`config.mk`:
```
export PLATFORM = sky130hd
export DESIGN_NAME = hazard_unit
export DESIGN_NICKNAME = d
export VERILOG_FILES = /design/src/rtl/hazard_pkg.sv /design/src/rtl/hazard_wait_timer.sv /design/src/rtl/hazard_unit.sv
export SDC_FILE = /design/constraint.sdc
export NUM_CORES = 1
export LEC_CHECK = 0
export BUFFER_PORTS_ARGS = -buffer_cell sky130_fd_sc_hd__buf_2
export CORE_UTILIZATION = 45
export DETAILED_ROUTE_END_ITERATION = 12
export PLACE_DENSITY = 0.77
export SLEW_MARGIN = 20
export SYNTH_ARGS = -nofsm -noshare
export SYNTH_HDL_FRONTEND = slang
export SYNTH_SLANG_ARGS = --single-unit
```
`constraint.sdc`:
```
create_clock -name clk -period 2.5 [get_ports clk]
set_clock_uncertainty 0.1 [all_clocks]
set_input_delay 0.375 -clock clk [delete_from_list [all_inputs] [get_ports clk]]
set_output_delay 0.375 -clock clk [all_outputs]
set_load 0.02 [all_outputs]
```
`src/rtl/hazard_pkg.sv`:
```
// Shared types for the ID-stage hazard controller: FSM states, XZR and the control bundle.
// Optional counters in hazard_unit are enabled with HAZARD_PERF_CNT_EN.
package hazard_pkg;

  typedef enum logic [1:0] {
    RUN      = 2'd0,
    MEM_WAIT = 2'd1,
    ERROR    = 2'd2
  } hazard_state_e;

  localparam logic [4:0] XZR = 5'd31;

  typedef struct packed {
    logic pc_write;
    logic ifid_write;
    logic idex_write;
    logic exmem_write;
    logic idex_bubble;
    logic memwb_bubble;
    logic ifid_flush;
    logic idex_flush;
  } hazard_ctrl_t;

  localparam hazard_ctrl_t CTRL_NORMAL = '{1'b1, 1'b1, 1'b1, 1'b1, 1'b0, 1'b0, 1'b0, 1'b0};
  localparam hazard_ctrl_t CTRL_LU     = '{1'b0, 1'b0, 1'b1, 1'b1, 1'b1, 1'b0, 1'b0, 1'b0};
  localparam hazard_ctrl_t CTRL_BR     = '{1'b1, 1'b1, 1'b1, 1'b1, 1'b0, 1'b0, 1'b1, 1'b1};
  localparam hazard_ctrl_t CTRL_FZ     = '{1'b0, 1'b0, 1'b0, 1'b0, 1'b0, 1'b1, 1'b0, 1'b0};
  localparam hazard_ctrl_t CTRL_RESET  = '{1'b0, 1'b0, 1'b0, 1'b0, 1'b1, 1'b1, 1'b1, 1'b1};

endpackage

```
`src/rtl/hazard_wait_timer.sv`:
```
// Memory-wait watchdog: counts consecutive not-ready MEM_WAIT cycles and holds a sticky timeout flag.
module hazard_wait_timer
  import hazard_pkg::*;
#(
  parameter int TIMEOUT = 255
) (
  input  logic i_clk,
  input  logic i_rst_n,
  input  logic i_load,
  input  logic i_count,
  input  logic i_set_err,
  output logic o_at_limit,
  output logic o_mem_timeout
);

  localparam int TW = $clog2(TIMEOUT + 1);

  logic [TW-1:0] r_timer;
  logic          r_mem_timeout;

  assign o_at_limit    = (r_timer == TW'(TIMEOUT));
  assign o_mem_timeout = r_mem_timeout;

  // The timer parks at TIMEOUT instead of wrapping.
  always_ff @(posedge i_clk) begin
    if (!i_rst_n) begin
      r_timer       <= '0;
      r_mem_timeout <= 1'b0;
    end else begin
      if (i_load) begin
        r_timer <= TW'(1);
      end else if (i_count && !o_at_limit) begin
        r_timer <= r_timer + 1'b1;
      end
      if (i_set_err) begin
        r_mem_timeout <= 1'b1;
      end
    end
  end

endmodule

```
`src/rtl/hazard_unit.sv`:
```
// ID-stage hazard controller: load-use stalls, branch flushes and memory-wait freezes with watchdog.
// Define HAZARD_PERF_CNT_EN to add the saturating stallCnt/flushCnt/waitCnt counters.
module hazard_unit
  import hazard_pkg::*;
#(
  parameter int TIMEOUT = 255,
  parameter int CNT_W   = 32
) (
  input  logic             clk,
  input  logic             reset,
  input  logic [4:0]       RnID,
  input  logic [4:0]       RmID,
  input  logic             useRnID,
  input  logic             useRmID,
  input  logic [4:0]       RdIDEX,
  input  logic             MemReadIDEX,
  input  logic             BrTakenEX,
  input  logic             MemAccessMEM,
  input  logic             memReady,
  output logic             PCWrite,
  output logic             IFIDWrite,
  output logic             IDEXWrite,
  output logic             EXMEMWrite,
  output logic             IDEXBubble,
  output logic             MEMWBBubble,
  output logic             IFIDFlush,
  output logic             IDEXFlush,
  output logic             memTimeout,
`ifdef HAZARD_PERF_CNT_EN
  output logic [CNT_W-1:0] stallCnt,
  output logic [CNT_W-1:0] flushCnt,
  output logic [CNT_W-1:0] waitCnt,
`endif
  output hazard_state_e    o_dbg_state
);

  hazard_state_e r_state, w_state_nxt;
  hazard_ctrl_t  w_ctrl;
  logic          w_lu, w_fz, w_mem_stall, w_at_limit;
  logic          w_load, w_count, w_set_err;
  logic          w_lu_win, w_br_win;

  assign w_mem_stall = MemAccessMEM && !memReady;
  assign w_lu = MemReadIDEX && (RdIDEX != XZR) &&
                ((useRnID && (RdIDEX == RnID)) || (useRmID && (RdIDEX == RmID)));
  assign w_fz     = w_mem_stall || (r_state == ERROR);
  assign w_br_win = !w_fz && BrTakenEX;
  assign w_lu_win = !w_fz && !BrTakenEX && w_lu;

  assign w_load    = (r_state == RUN) && w_mem_stall;
  assign w_count   = (r_state == MEM_WAIT) && !memReady;
  assign w_set_err = (r_state == MEM_WAIT) && !memReady && w_at_limit;

  always_ff @(posedge clk) begin
    if (!reset) begin
      r_state <= RUN;
    end else begin
      r_state <= w_state_nxt;
    end
  end

  always_comb begin
    w_state_nxt = r_state;
    case (r_state)
      RUN:      if (w_mem_stall) w_state_nxt = MEM_WAIT;
      MEM_WAIT: begin
        if (memReady)        w_state_nxt = RUN;
        else if (w_at_limit) w_state_nxt = ERROR;
      end
      ERROR:    w_state_nxt = ERROR;
      default:  w_state_nxt = RUN;
    endcase
  end

  // Reset forces a fully squashed pipeline regardless of current state.
  always_comb begin
    w_ctrl = CTRL_NORMAL;
    if (!reset)         w_ctrl = CTRL_RESET;
    else if (w_fz)      w_ctrl = CTRL_FZ;
    else if (BrTakenEX) w_ctrl = CTRL_BR;
    else if (w_lu)      w_ctrl = CTRL_LU;
  end

  assign PCWrite     = w_ctrl.pc_write;
  assign IFIDWrite   = w_ctrl.ifid_write;
  assign IDEXWrite   = w_ctrl.idex_write;
  assign EXMEMWrite  = w_ctrl.exmem_write;
  assign IDEXBubble  = w_ctrl.idex_bubble;
  assign MEMWBBubble = w_ctrl.memwb_bubble;
  assign IFIDFlush   = w_ctrl.ifid_flush;
  assign IDEXFlush   = w_ctrl.idex_flush;
  assign o_dbg_state = r_state;

  hazard_wait_timer #(
    .TIMEOUT(TIMEOUT)
  ) u_wait_timer (
    .i_clk        (clk),
    .i_rst_n      (reset),
    .i_load       (w_load),
    .i_count      (w_count),
    .i_set_err    (w_set_err),
    .o_at_limit   (w_at_limit),
    .o_mem_timeout(memTimeout)
  );

`ifdef HAZARD_PERF_CNT_EN
  logic [CNT_W-1:0] r_stall_cnt, r_flush_cnt, r_wait_cnt;

  always_ff @(posedge clk) begin
    if (!reset) begin
      r_stall_cnt <= '0;
      r_flush_cnt <= '0;
      r_wait_cnt  <= '0;
    end else begin
      if (w_lu_win && (r_stall_cnt != '1)) r_stall_cnt <= r_stall_cnt + 1'b1;
      if (w_br_win && (r_flush_cnt != '1)) r_flush_cnt <= r_flush_cnt + 1'b1;
      if (w_fz && (r_wait_cnt != '1))      r_wait_cnt  <= r_wait_cnt + 1'b1;
    end
  end

  assign stallCnt = r_stall_cnt;
  assign flushCnt = r_flush_cnt;
  assign waitCnt  = r_wait_cnt;
`else
  logic w_unused_win;
  assign w_unused_win = w_lu_win ^ w_br_win;
`endif

endmodule

```
==> flow_summary_export.csv <==
group,metric,value,unit
global_routing,grt_first_pass_wirelength,2400,µm
clocking,cts-root-buf,"clkbuf_4",
run_status,violations,"design-rule violations",
synthesis,syn_area_per_cell,8.64,µm²
flow_run,timing.max_cap.violations,0,
synthesis,ys_warn_count,0,
route,vias,710,
timing,fmax,443,MHz
floorplan,core_area,1510,µm²
floorplan,start_util,48.2,%
pwr,p_seq_share,46.8,%
synthesis,synth_top_area_share,30.3,%
global_routing,gr-total-overflow,0,
global_routing,grt_max_degree,10,
synthesis,synth_cell_types,31,
global_routing,antenna_found_initial,0,
clocking,tritoncts,"done",
floorplan,rows,14,
synthesis,yosysTopAreaCell,"dfxtp_1",
cells_and_area,post-route-util,60.5,%
cells_and_area,drive_gt1_share,33.3,%
timing,fin_crit_sh,90.3,%
cells_and_area,nFillCells,138,
route,ant_nets,0,
clocking,clk_pin_slew,0.07,ns
critical_path,reg2regPathDepth,5,
route,wire_per_inst,10.9,µm
cells_and_area,syn2layout_area_growth,25.5,%
cells_and_area,regArea,220,µm²
clocking,post_cts_buffers,0,
timing,tightest_slew,0.378,ns
cells_and_area,final_nets,142,
pwr,p_sw,0.111,mW
critical_path,cp.required,2.03,ns
critical_path,crit_path_max_fanout,4,
timing,drv_slew,0,
synthesis,yosys_register_bits,11,
placement,hpwl,1120,µm
clocking,numCtsBuffers,3,
timing,rsz0062_at_grt,"no",
worst_hold_path,holdPathStages,2,
placement,pre_cts_slack,0.386,ns
critical_path,crit_type,"reg2out",
clocking,htreeDepth,1,
floorplan,ioPinCount,34,
critical_path,r2r_slack,0.87,ns
synthesis,netlist_instances,84,
timing,setup_violations,0,
timing,setup_ws,0.242,ns
timing,relSlewSlack,74.8,%
synthesis,yosysSeqAreaShare,30.3,%
pwr,p_leak,0.434,nW
floorplan,die_area,1780,µm²
run_status,outcome,"complete, but fails checks",
route,drt_pass1_iterations,8,
pwr,vdd_drop_max,212,µV
synthesis,yosys-top-cells-area,"dfxtp_1 30%, xor2_1 18%, nor2_1 5.2%, buf_4 3.1%, nand2_1 3.1%",
synthesis,synth_edf_count,0,
pwr,p_sw_share,28.5,%
synthesis,async_flop_share,0,%
worst_hold_path,hp-class,"in2reg",
route,finalWirelength,1440,µm
placement,place.gp.congestion,0.803,
timing,finalHoldViolCount,0,
pwr,total_power,0.391,mW
synthesis,synthesis.nets,108,
global_routing,grt_usage,17.8,%
placement,port_buffers,33,
route,drc_errors,1,
synthesis,synth_top_flop_cell,"dfxtp_1",
pwr,p_clk_share,30.7,%
clocking,cts_hold_buf,0,
critical_path,arrival,1.78,ns
global_routing,grt_pass1_vias,629,
cells_and_area,multiInputGateArea,472,µm²
pwr,pwr-share-comb,22.5,%
critical_path,worstReg2RegEnd,"u_wait_timer.r_timer[1]",
clocking,ctsResizeCount,0,
floorplan,die_h,42.2,µm
synthesis,syn_area,726,µm²
timing,fin_crit,2.26,ns
critical_path,crit_start,"o_dbg_state[1]",
critical_path,crit_end,"IDEXBubble",
critical_path,reg2reg_from,"u_wait_timer.r_timer[0]",
cells_and_area,design_area,911,µm²
critical_path,cp-end-kind,"output pin",
route,vias_per_cell,5.34,
route,drt_iter0_markers,8,
floorplan,die_w,42.2,µm
pwr,pwr_density_cell,429,nW/µm²
critical_path,start_kind,"register",
pwr,p_int,0.279,mW
clocking,clock_path_buffers,2,
placement,place_area,885,µm²
clocking,clock-sinks,11,
timing,finalSetupTns,0,ns
clocking,clk_latency,0.27,ns
cells_and_area,num_antenna_cells,0,
[routing by layer]
metal / track usage (%) / vias to the layer above / share of wire, %
met1: 18.1 / 311 / 41
li1: - / 362 / -
met3: 1.29 / 4 / 5.5
met4: 13.1 / 0 / 2.2
met5: 0 / - / 0
met2: 33.4 / 33 / 51
[per-stage QoR]
step,cells,hold slack [ns]
2_1_floorplan,84,0.394
3_3_place_gp,129,0.370
3_5_place_dp,129,0.382
6_report,133,0.309
4_1_cts,133,0.305
5_1_grt,133,0.321
[worst min path at each step]
stage,slack [ns],end,from
after CTS,0.31,o_dbg_state[1],reset
after global routing,0.32,o_dbg_state[1],reset
after floorplan,0.39,u_wait_timer.r_timer[5],u_wait_timer.r_timer[5]
after detailed placement,0.38,u_wait_timer.o_mem_timeout,u_wait_timer.o_mem_timeout
after global placement,0.37,u_wait_timer.o_mem_timeout,u_wait_timer.o_mem_timeout
final,0.31,o_dbg_state[1],reset
[flip-flops by register name, indices dropped and copies added (netlist names)]
register,cells
u_wait_timer.r_timer,8
u_wait_timer.o_mem_timeout,1
o_dbg_state,2
[kinds of logic (layout without fill, tap and decap cells)]
logic type	after synthesis	count (layout)	synth area share (%)
multiplexers	1	1	1.38
flip-flops	11	11	30.3
adder cells (fa/ha/maj)	1	1	1.72
XOR/XNOR	17	17	20.5
AND/OR/NAND/NOR	35	35	27.8
AO/OA/AOI/OAI	13	13	13.6
buffers and inverters	6	39	4.65
[layout by cell type (no fill, tap or decap), drive strengths merged]
cell / instances
ha: 1
xnor2: 2
nor2b: 2
o21ai: 2
and2: 1
nor3b: 1
nor4: 2
and4: 2
a21oi: 2
o211ai: 3
or3b: 1
clkbuf: 4
o211a: 1
and3: 3
o2111ai: 1
mux2i: 1
inv: 2
dfxtp: 11
nor2: 10
a21boi: 2
a32oi: 1
buf: 33
o311a: 1
nand2: 6
nand3: 3
nand4: 3
xor2: 15
nand2b: 1
[Yosys cell counts, types with 2 or more instances]
| library cell | count |
|---|---|
| xor2_1 | 15 |
| o211ai_1 | 3 |
| inv_1 | 2 |
| xnor2_1 | 2 |
| nand2_1 | 6 |
| nor2_1 | 10 |
| nand4_1 | 3 |
| nand3_1 | 3 |
| dfxtp_1 | 11 |
| nor2b_1 | 2 |
| buf_4 | 3 |
| a21oi_1 | 2 |
| and3_1 | 3 |
| and4_1 | 2 |
[critical path: stages (launching register included)]
cell	delay [ns]
dfxtp_1	0.36
nor2b_1	0.16
a21oi_1	0.27
or3b_1	0.37
o21ai_0	0.16
buf_2	0.19
[power by group through the flow]
stage / clock [mW] / combinational [mW] / sequential, mW
2_1_floorplan: 0 / 0.0538 / 0.188
3_5_place_dp: 0 / 0.0883 / 0.187
6_report: 0.120 / 0.0877 / 0.183
4_1_cts: 0.126 / 0.0895 / 0.183
5_1_grt: 0.130 / 0.0972 / 0.183
3_3_place_gp: 0 / 0.0864 / 0.186
[cell type report]
class | instances | area share, %
multi-input combinational | 67 | 51.8
sequential | 11 | 24.2
timing repair buffer | 33 | 18.1
clock buffer | 4 | 2.88
tap | 16 | 2.20
inverter | 2 | 0.824
Power figures use the tool's default switching activity.
